$ cat src/rtl/fifo_arbiter_pkg.sv
// Shared types and the round-robin pick helper for the fifo_arbiter slice.
package fifo_arbiter_pkg;

    localparam int DEF_NUM_REQ    = 4;
    localparam int DEF_DATA_WIDTH = 16;
    localparam int DEF_ADDR_WIDTH = 3;
    localparam int MAX_REQ        = 8;
    localparam int IDX_W          = 3;

    typedef logic [DEF_ADDR_WIDTH:0] count_t;

    typedef struct packed {
        logic             valid;
        logic [IDX_W-1:0] idx;
    } pick_t;

    // First set bit of req scanning upward from ptr, wrapping modulo n (n <= MAX_REQ).
    function automatic pick_t rr_pick(input logic [MAX_REQ-1:0] req,
                                      input logic [IDX_W-1:0]   ptr,
                                      input int                 n);
        pick_t p;
        int    idx;
        p = '0;
        for (int k = 0; k < MAX_REQ; k++) begin
            idx = (int'(ptr) + k) % n;
            if (k < n && !p.valid && req[idx[IDX_W-1:0]]) begin
                p.valid = 1'b1;
                p.idx   = idx[IDX_W-1:0];
            end
        end
        return p;
    endfunction

endpackage

$ cat src/rtl/fifo.sv
// Show-ahead synchronous FIFO: r_data presents the head word while not empty.
module fifo #(
    parameter int DATA_WIDTH = 16,
    parameter int ADDR_WIDTH = 3
) (
    input  logic                  clk,
    input  logic                  reset,
    input  logic                  wr,
    input  logic [DATA_WIDTH-1:0] w_data,
    input  logic                  rd,
    output logic [DATA_WIDTH-1:0] r_data,
    output logic                  full,
    output logic                  empty
);

    localparam int DEPTH = 2**ADDR_WIDTH;

    logic [DATA_WIDTH-1:0] r_mem [DEPTH];
    logic [ADDR_WIDTH:0]   r_wr_ptr;
    logic [ADDR_WIDTH:0]   r_rd_ptr;

    always_ff @(posedge clk) begin
        if (wr) begin
            r_mem[r_wr_ptr[ADDR_WIDTH-1:0]] <= w_data;
        end
    end

    always_ff @(posedge clk or posedge reset) begin
        if (reset) begin
            r_wr_ptr <= '0;
            r_rd_ptr <= '0;
        end else begin
            if (wr) r_wr_ptr <= r_wr_ptr + 1'b1;
            if (rd) r_rd_ptr <= r_rd_ptr + 1'b1;
        end
    end

    // Extra pointer bit separates the wrapped-full case from empty.
    assign r_data = r_mem[r_rd_ptr[ADDR_WIDTH-1:0]];
    assign empty  = (r_wr_ptr == r_rd_ptr);
    assign full   = (r_wr_ptr[ADDR_WIDTH] != r_rd_ptr[ADDR_WIDTH]) &&
                    (r_wr_ptr[ADDR_WIDTH-1:0] == r_rd_ptr[ADDR_WIDTH-1:0]);

endmodule

$ cat src/rtl/fifo_arbiter.sv
// Round-robin write arbiter in front of one shared fifo; guards against
// overflow/underflow using its own occupancy count.
module fifo_arbiter
    import fifo_arbiter_pkg::*;
#(
    parameter int NUM_REQ    = DEF_NUM_REQ,
    parameter int DATA_WIDTH = DEF_DATA_WIDTH,
    parameter int ADDR_WIDTH = DEF_ADDR_WIDTH
) (
    input  logic                          clk,
    input  logic                          reset_n,
    input  logic [NUM_REQ-1:0]            req,
    input  logic [NUM_REQ*DATA_WIDTH-1:0] req_data,
    output logic [NUM_REQ-1:0]            gnt,
    input  logic                          rd,
    output logic [DATA_WIDTH-1:0]         r_data,
    output logic                          empty,
    output logic                          full,
    output logic [ADDR_WIDTH:0]           count,
    output logic                          err_underflow
);

    localparam int                  DEPTH   = 2**ADDR_WIDTH;
    localparam logic [ADDR_WIDTH:0] DEPTH_C = (ADDR_WIDTH+1)'(DEPTH);

    logic [ADDR_WIDTH:0]   r_count;
    logic                  r_err;
    logic [IDX_W-1:0]      r_rr_ptr;

    logic [MAX_REQ-1:0]    w_req_ext;
    pick_t                 w_pick;
    logic                  w_rd_ok;
    logic                  w_wr_ok;
    logic                  w_wr;
    logic [IDX_W-1:0]      w_ptr_next;
    logic [DATA_WIDTH-1:0] w_data;
    logic                  w_reset;
    logic                  w_fifo_full;
    logic                  w_fifo_empty;

    assign w_req_ext = MAX_REQ'(req);
    assign w_pick    = rr_pick(w_req_ext, r_rr_ptr, NUM_REQ);

    assign empty   = (r_count == '0);
    assign full    = (r_count == DEPTH_C);
    assign w_rd_ok = rd & ~empty;
    // A same-cycle pop frees the slot the write needs.
    assign w_wr_ok = ~full | w_rd_ok;
    assign w_wr    = reset_n & w_wr_ok & w_pick.valid;

    generate
        for (genvar gi = 0; gi < NUM_REQ; gi++) begin : g_gnt
            assign gnt[gi] = w_wr && (w_pick.idx == IDX_W'(gi));
        end
    endgenerate

    assign w_data     = req_data[w_pick.idx*DATA_WIDTH +: DATA_WIDTH];
    assign w_ptr_next = (w_pick.idx == IDX_W'(NUM_REQ-1)) ? '0 : w_pick.idx + 1'b1;

    always_ff @(posedge clk or negedge reset_n) begin
        if (!reset_n) begin
            r_count  <= '0;
            r_err    <= 1'b0;
            r_rr_ptr <= '0;
        end else begin
            if (w_wr) r_rr_ptr <= w_ptr_next;
            if (rd & empty) r_err <= 1'b1;
            case ({w_wr, w_rd_ok})
                2'b10:   r_count <= r_count + 1'b1;
                2'b01:   r_count <= r_count - 1'b1;
                default: r_count <= r_count;
            endcase
        end
    end

    assign count         = r_count;
    assign err_underflow = r_err;
    assign w_reset       = ~reset_n;

    fifo #(
        .DATA_WIDTH(DATA_WIDTH),
        .ADDR_WIDTH(ADDR_WIDTH)
    ) u_fifo (
        .clk    (clk),
        .reset  (w_reset),
        .wr     (w_wr),
        .w_data (w_data),
        .rd     (w_rd_ok),
        .r_data (r_data),
        .full   (w_fifo_full),
        .empty  (w_fifo_empty)
    );

    a_gnt_onehot0: assert property (@(posedge clk) disable iff (!reset_n) $onehot0(gnt));
    a_count_range: assert property (@(posedge clk) disable iff (!reset_n) r_count <= DEPTH_C);
    a_full_match:  assert property (@(posedge clk) disable iff (!reset_n) w_fifo_full == full);
    a_empty_match: assert property (@(posedge clk) disable iff (!reset_n) w_fifo_empty == empty);

endmodule

$ cat config.mk
export PLATFORM = sky130hd
export DESIGN_NAME = fifo_arbiter
export DESIGN_NICKNAME = d
export VERILOG_FILES = /design/src/rtl/fifo_arbiter_pkg.sv /design/src/rtl/fifo.sv /design/src/rtl/fifo_arbiter.sv
export SDC_FILE = /design/constraint.sdc
export NUM_CORES = 1
export LEC_CHECK = 0
export CORE_MARGIN = 4
export CORE_UTILIZATION = 49
export CTS_CLUSTER_DIAMETER = 120
export DETAILED_ROUTE_END_ITERATION = 10
export PLACE_DENSITY = 0.8
export RECOVER_POWER = 100
export SKIP_CTS_REPAIR_TIMING = 1
export SLEW_MARGIN = 25
export SYNTH_ARGS = -nofsm -noshare
export SYNTH_HDL_FRONTEND = slang
export SYNTH_SLANG_ARGS = --single-unit
export TNS_END_PERCENT = 5
$ cat constraint.sdc
create_clock -name clk -period 2.85 [get_ports clk]
set_input_delay 0.57 -clock clk [delete_from_list [all_inputs] [get_ports clk]]
set_output_delay 0.57 -clock clk [all_outputs]
set_load 0.03 [all_outputs]
# [After elaboration in Yosys (flattened, before gate mapping)]
# Memories as Yosys holds them, arrays and structs flattened.
# Index checks and enable logic that the tools add are counted.
[totals] register_bits=15 ram_bits=128 in_bits=71 output_inout_bits=27 elab_cells=67 n_memories=1
[classes] addsub=8 n_lt_le_gt_ge=4 n_eq_ne=6 n_shift=1 mux=16 bitwise_logic=10 n_reduce_logical=16
[mem_list] name="u_fifo.r_mem" depth=8 word_bits=16 rd=1 rd_ports_with_merged_regs=0 wr=1 line_no="fifo.sv:18" text="logic [DATA_WIDTH-1:0] r_mem [DEPTH];"
[ops] cell="64-bit by 8-bit variable part select with 16-bit output" count=1
[ops] cell="4-bit 2-to-1 mux" count=4
[ops] cell="4-bit by 1-bit adder with 4-bit output (second input constant)" count=3
[ops] cell="3-bit by 4-bit < comparator with 1-bit output (second input constant)" count=3
[ops] cell="1-bit binary-select mux with 3-bit select" count=3
[ops] cell="4-bit case mux with 2 select lines" count=1
[ops] cell="1-bit logical AND" count=7
[ops] cell="3-bit by 2-bit == test with 1-bit output (second input constant)" count=2
[ops] cell="1-bit 2-to-1 mux" count=6
[ops] cell="2-bit OR reduction" count=3
[ops] cell="2-bit by 1-bit adder with 2-bit output (second input constant)" count=2
[ops] cell="2-bit adder (second input constant)" count=2
[ops] cell="1-bit AND" count=4
[ops] cell="4-bit == test (second input constant)" count=1
[ops] cell="4-bit logical NOT" count=1
[ops] cell="2-bit by 4-bit < comparator with 1-bit output (second input constant)" count=1
[ops] cell="4-bit by 1-bit subtractor with 4-bit output (second input constant)" count=1
[ops] cell="1-bit AND (first input constant)" count=3
[ops] cell="3-bit by 1-bit == test with 1-bit output (second input constant)" count=1
[ops] cell="1-bit logical NOT" count=3
[ops] cell="3-bit logical NOT" count=1
[ops] cell="1-bit binary-select mux with 2-bit select" count=1
[ops] cell="2-bit by 1-bit == test with 1-bit output (second input constant)" count=1
[ops] cell="2-bit == test (second input constant)" count=1
[ops] cell="other kinds (4)" count=5

# [Depth between registers and ports, before layout]
[depth] word_depth=16 mapped_depth=12 depth_no_buf=11

# [Modules after synthesis]
# A second synthesis with hierarchy kept.
[unflattened] hier_cells=348 hier_area_um2=6477.5
[modules_own_cells] module="fifo" instances=1 cells_per_inst=230 area_each_um2=5350.1
[modules_own_cells] module="fifo_arbiter" instances=1 cells_per_inst=118 area_each_um2=1127.3

# [Worst setup path after synthesis]
# No wires, ideal clock.
[synth_path] kind="register to register" start="reg r_count[1], in the netlist count[1]" end="mem u_fifo.r_mem[0][0], enable pin" setup_ns=0.430 arrival_time_ns=2.910 setup_slack_ns=-0.490 path_stages_with_launch=7 path_buffers=1 cell_sequence="dfrtp_1 buf_2 nor4b_4 a21bo_1 nor2_2 inv_2 nor4_1"
[synth_rtl] element="start: declaration" line_no="fifo_arbiter.sv:26" text="logic [ADDR_WIDTH:0] r_count;"
[synth_rtl] element="start signal: assignment" line_no="fifo_arbiter.sv:69" text="2'b10: r_count <= r_count + 1'b1;"
[synth_rtl] element="start signal: assignment" line_no="fifo_arbiter.sv:70" text="2'b01: r_count <= r_count - 1'b1;"
[synth_rtl] element="start signal: assignment" line_no="fifo_arbiter.sv:71" text="default: r_count <= r_count;"
[synth_rtl] element="4-bit == test" line_no="fifo_arbiter.sv:45" text="assign full = (r_count == DEPTH_C);"
[synth_rtl] element="net full" line_no="fifo_arbiter.sv:18" text="output logic full,"
[synth_rtl] element="1-bit NOT" line_no="fifo_arbiter.sv:48" text="assign w_wr_ok = ~full | w_rd_ok;"
[synth_rtl] element="1-bit bitwise OR" line_no="fifo_arbiter.sv:48"
[synth_rtl] element="1-bit AND (2 in series)" line_no="fifo_arbiter.sv:49" text="assign w_wr = reset_n & w_wr_ok & w_pick.valid;"
[synth_rtl] element="1-bit 2-to-1 mux" line_no="fifo.sv:23" text="if (wr) begin"
[synth_rtl] element="1-bit 2-to-1 mux (implied by the code)" line_no="fifo.sv:24" text="r_mem[r_wr_ptr[ADDR_WIDTH-1:0]] <= w_data;"
[synth_rtl] element="end: declaration" line_no="fifo.sv:18"
# The timed path passes the listed nets, and every way through them passes these cells.

# [Worst setup path in the final report]
[layout_path] start="in req[2]" end="out gnt[2]"
[layout_between] elab_chain_len=14
[layout_rtl] element="start: declaration" line_no="fifo_arbiter.sv:12" text="input logic [NUM_REQ-1:0] req,"
[layout_rtl] element="1-bit binary-select mux with 2-bit select" line_no="fifo_arbiter_pkg.sv:26" text="if (k < n && !p.valid && req[idx[IDX_W-1:0]]) begin"
[layout_rtl] element="1-bit 2-to-1 mux (implied by the code)" line_no="fifo_arbiter_pkg.sv:26"
[layout_rtl] element="4-bit 2-to-1 mux" line_no="fifo_arbiter_pkg.sv:26"
[layout_rtl] element="1-bit logical NOT" line_no="fifo_arbiter_pkg.sv:26"
[layout_rtl] element="1-bit logical AND" line_no="fifo_arbiter_pkg.sv:26"
[layout_rtl] element="4-bit 2-to-1 mux" line_no="fifo_arbiter_pkg.sv:26"
[layout_rtl] element="1-bit logical NOT" line_no="fifo_arbiter_pkg.sv:26"
[layout_rtl] element="1-bit logical AND" line_no="fifo_arbiter_pkg.sv:26"
[layout_rtl] element="4-bit 2-to-1 mux" line_no="fifo_arbiter_pkg.sv:26"
[layout_rtl] element="1-bit logical NOT" line_no="fifo_arbiter_pkg.sv:26"
[layout_rtl] element="1-bit logical AND" line_no="fifo_arbiter_pkg.sv:26"
[layout_rtl] element="4-bit 2-to-1 mux (*)" line_no="fifo_arbiter_pkg.sv:26"
[layout_rtl] element="3-bit by 2-bit == test with 1-bit output / 1-bit AND (equally long branches)" line_no="fifo_arbiter.sv:53, fifo_arbiter.sv:49"
[layout_rtl] element="1-bit logical AND (*)" line_no="fifo_arbiter.sv:53" text="assign gnt[gi] = w_wr && (w_pick.idx == IDX_W'(gi));"
[layout_rtl] element="end: declaration" line_no="fifo_arbiter.sv:14" text="output logic [NUM_REQ-1:0] gnt,"
# Mark *: on every way between the ends. The rest lies on a longest branch, timed or not. The select of a mux whose other input is x is not followed.

==> flow_summary.ini <==
[outcome]
outcome = completed

[sta]
final.setup_skew_ps = 7.484
hold_slack_ps = 455.5
slew_violations = 0
worst_slack_ps = 23.48
timing.fmax_mhz = 353.8
setup_tns_ps = 0
finalCriticalPeriod_ps = 2827
setup_viol = 0
hold_viol_final = 0
fin_crit_sh_pct = 99.18
worst_slew_pin_slew_ps = 763.5
relSlewSlack_pct = 49.10

[synth]
synth_edf_count = 128
synth_warnings = 0
avgSynthCellArea_um2 = 18.98
synth_cell_type_count = 39
async_flop_share_pct = 9.220
synth_fp_nets = 415
seq_area_frac_synth_pct = 65.56
postSynthCellCount = 335
ys_ff_latch = 141
synth_ff_type = edfxtp_1
netlist_area_um2 = 6359

[worst_hold_path]
hp-class = flop to flop
holdPathStages = 1

[routing]
ant_nets = 0
vias = 3527
dr.pass1.iters = 4
drc_errors = 0
avgViaCountPerCell = 5.451
wl_per_cell_um = 19.88
drtIter0Drc = 176
wirelength_um = 12870

[final_layout]
area_delta_synth_final_pct = 30.22
final_core_util_pct = 65.35
layout-drive-gt1-share_pct = 21.89
nets = 545
antennaDiodeCount = 0
layout.cells.non_filler = 647
fillers = 874

[clock_network]
clock_latency_ps = 410
cts.sinks = 141
clock-root-buffer = clkbuf_16
cts_htree_levels = 4
tritoncts = done
clock_path_buffers = 2
cts_made_buffers = 17
cts.clk_slew.worst_paths_ps = 60

[place]
dp_slack_ps = -238.8
dp_hpwl_um = 8544
dp_cells = 618
routabilityCongestion = 0.7477
port_buffers = 97

[critical_path]
required_ps = 2280
start_kind = primary input
critPathKind = primary input to primary output
cp.arrival_ps = 2260
reg2reg_slack_ps = 390
cp-end-kind = primary output
r2r_cells = 12
crit_fanout = 4

[floorplan]
die_x_um = 121.9
core-area_um2 = 12670
num_rows = 41
start_util_pct = 50.18
io_pins = 98
die_h_um = 121.9
die_area_um2 = 14860

[power_and_ir_drop]
leakagePower_nw = 3.169
vdd_drop_max_v = 0.0004765
power-per-cell-area_nw_per_um2 = 1028

[global_route]
grt_pass1_vias = 3827
grt_pass1_wl_um = 20070
antenna_found_initial = 0
grt_overflow = 0
grt_max_degree = 25
grt.total_usage_pct = 18.25

[job]
max-cap-violations = 0
## flip-flops by register name (all words and copies together), names as in the netlist
name and cells:
r_rr_ptr 2, u_fifo.r_rd_ptr 3, count 4, u_fifo.r_mem 128, u_fifo.r_wr_ptr 3, err_underflow 1
## synth_stat cells, types with 2 or more instances
cell type,number,area (µm²)
edfxtp_1,128,3844
clkbuf_1,2,7.510
dfrtp_1,13,325.3
a21oi_1,4,20.02
nor4_1,2,12.51
inv_1,3,11.26
mux2_2,18,202.7
xnor2_1,4,35.03
ha_1,9,112.6
xor2_1,5,43.79
nand2b_1,3,18.77
buf_2,3,15.01
mux2i_1,49,490.5
nor3_1,3,15.01
buf_4,2,15.01
inv_2,2,7.510
nor2_1,11,41.29
mux4_2,7,157.7
nand2_1,11,41.29
nand4_1,2,12.51
and2_1,4,25.02
buf_6,9,101.4
mux4_1,25,656.9
## worst paths after layout
path                                       to     startpoint
setup / recovery                       gnt[2]         req[2]
hold / removal                  err_underflow  err_underflow
setup reg to reg                     count[2]       count[0]
hold reg to reg                 err_underflow  err_underflow
max in group asynchronous  u_fifo.r_rd_ptr[0]        reset_n
min in group asynchronous       err_underflow        reset_n
## critical path: stages
cell and delay (ps):
clkdlybuf4s50_1 480, nand2b_1 100, a21oi_1 90, a211oi_4 310, inv_2 70, buf_4 150, ha_1 180, and2_1 130
buf_4 160
## kinds of logic (layout without fill, tap and decap cells)
| group | count (synthesis) | count (layout) | share of synthesized area, % |
|---|---|---|---|
| compound gates | 11 | 11 | 1.240 |
| flops | 141 | 141 | 65.56 |
| mux | 99 | 99 | 23.71 |
| fa+ha+maj | 9 | 9 | 1.771 |
| simple gates | 43 | 43 | 3.857 |
| xor+xnor | 9 | 9 | 1.240 |
| buf+inv | 23 | 163 | 2.617 |
## routing by layer
| metal | GRT usage, % | up-vias | wire, µm |
|---|---|---|---|
| met5 | 0 | - | 0 |
| li1 | - | 1616 | - |
| met1 | 21.96 | 1755 | 5196 |
| met3 | 5.200 | 18 | 761 |
| met4 | 5.392 | 0 | 210 |
| met2 | 32.08 | 138 | 6697 |
## report_power, final
group / internal (mW) / switching [mW]
Sequential: 2.88 / 0.266
Clock: 1.26 / 0.749
Combinational: 1.59 / 1.78
## metrics by stage
| step | area [µm²] | total power [mW] |
|---|---|---|
| 3_3_place_gp | 7719 | 6.477 |
| 5_1_grt | 8280 | 8.951 |
| 6_report | 8280 | 8.516 |
| 3_5_place_dp | 7719 | 6.586 |
| 4_1_cts | 8254 | 8.604 |
| 2_1_floorplan | 6365 | 5.418 |
## cells in the final DEF (no fill, tap or decap), types with 5 or more instances in the layout
| cell | instances |
|---|---|
| clkbuf_1 | 6 |
| nand2_1 | 11 |
| xor2_1 | 5 |
| ha_1 | 9 |
| buf_4 | 34 |
| dfrtp_1 | 12 |
| edfxtp_1 | 128 |
| mux4_2 | 7 |
| mux4_1 | 25 |
| mux2_2 | 18 |
| nor2_1 | 8 |
| mux2i_1 | 49 |
| clkdlybuf4s50_1 | 75 |
| buf_12 | 6 |
| clkbuf_16 | 17 |
| dlymetal6s2s_1 | 10 |
## layout make-up
type                            instances  area, µm²  area share [%]
Clock buffer                           20      436.7           5.273
Clock inverter                          9      98.84           1.194
Inverter                                5      18.77          0.2267
Multi-Input combinational cell        171       2068           24.98
Sequential cell                       141       4170           50.36
Tap cell                              172      215.2           2.599
Timing Repair Buffer                  129       1272           15.37
Power figures use the tool's default switching activity.
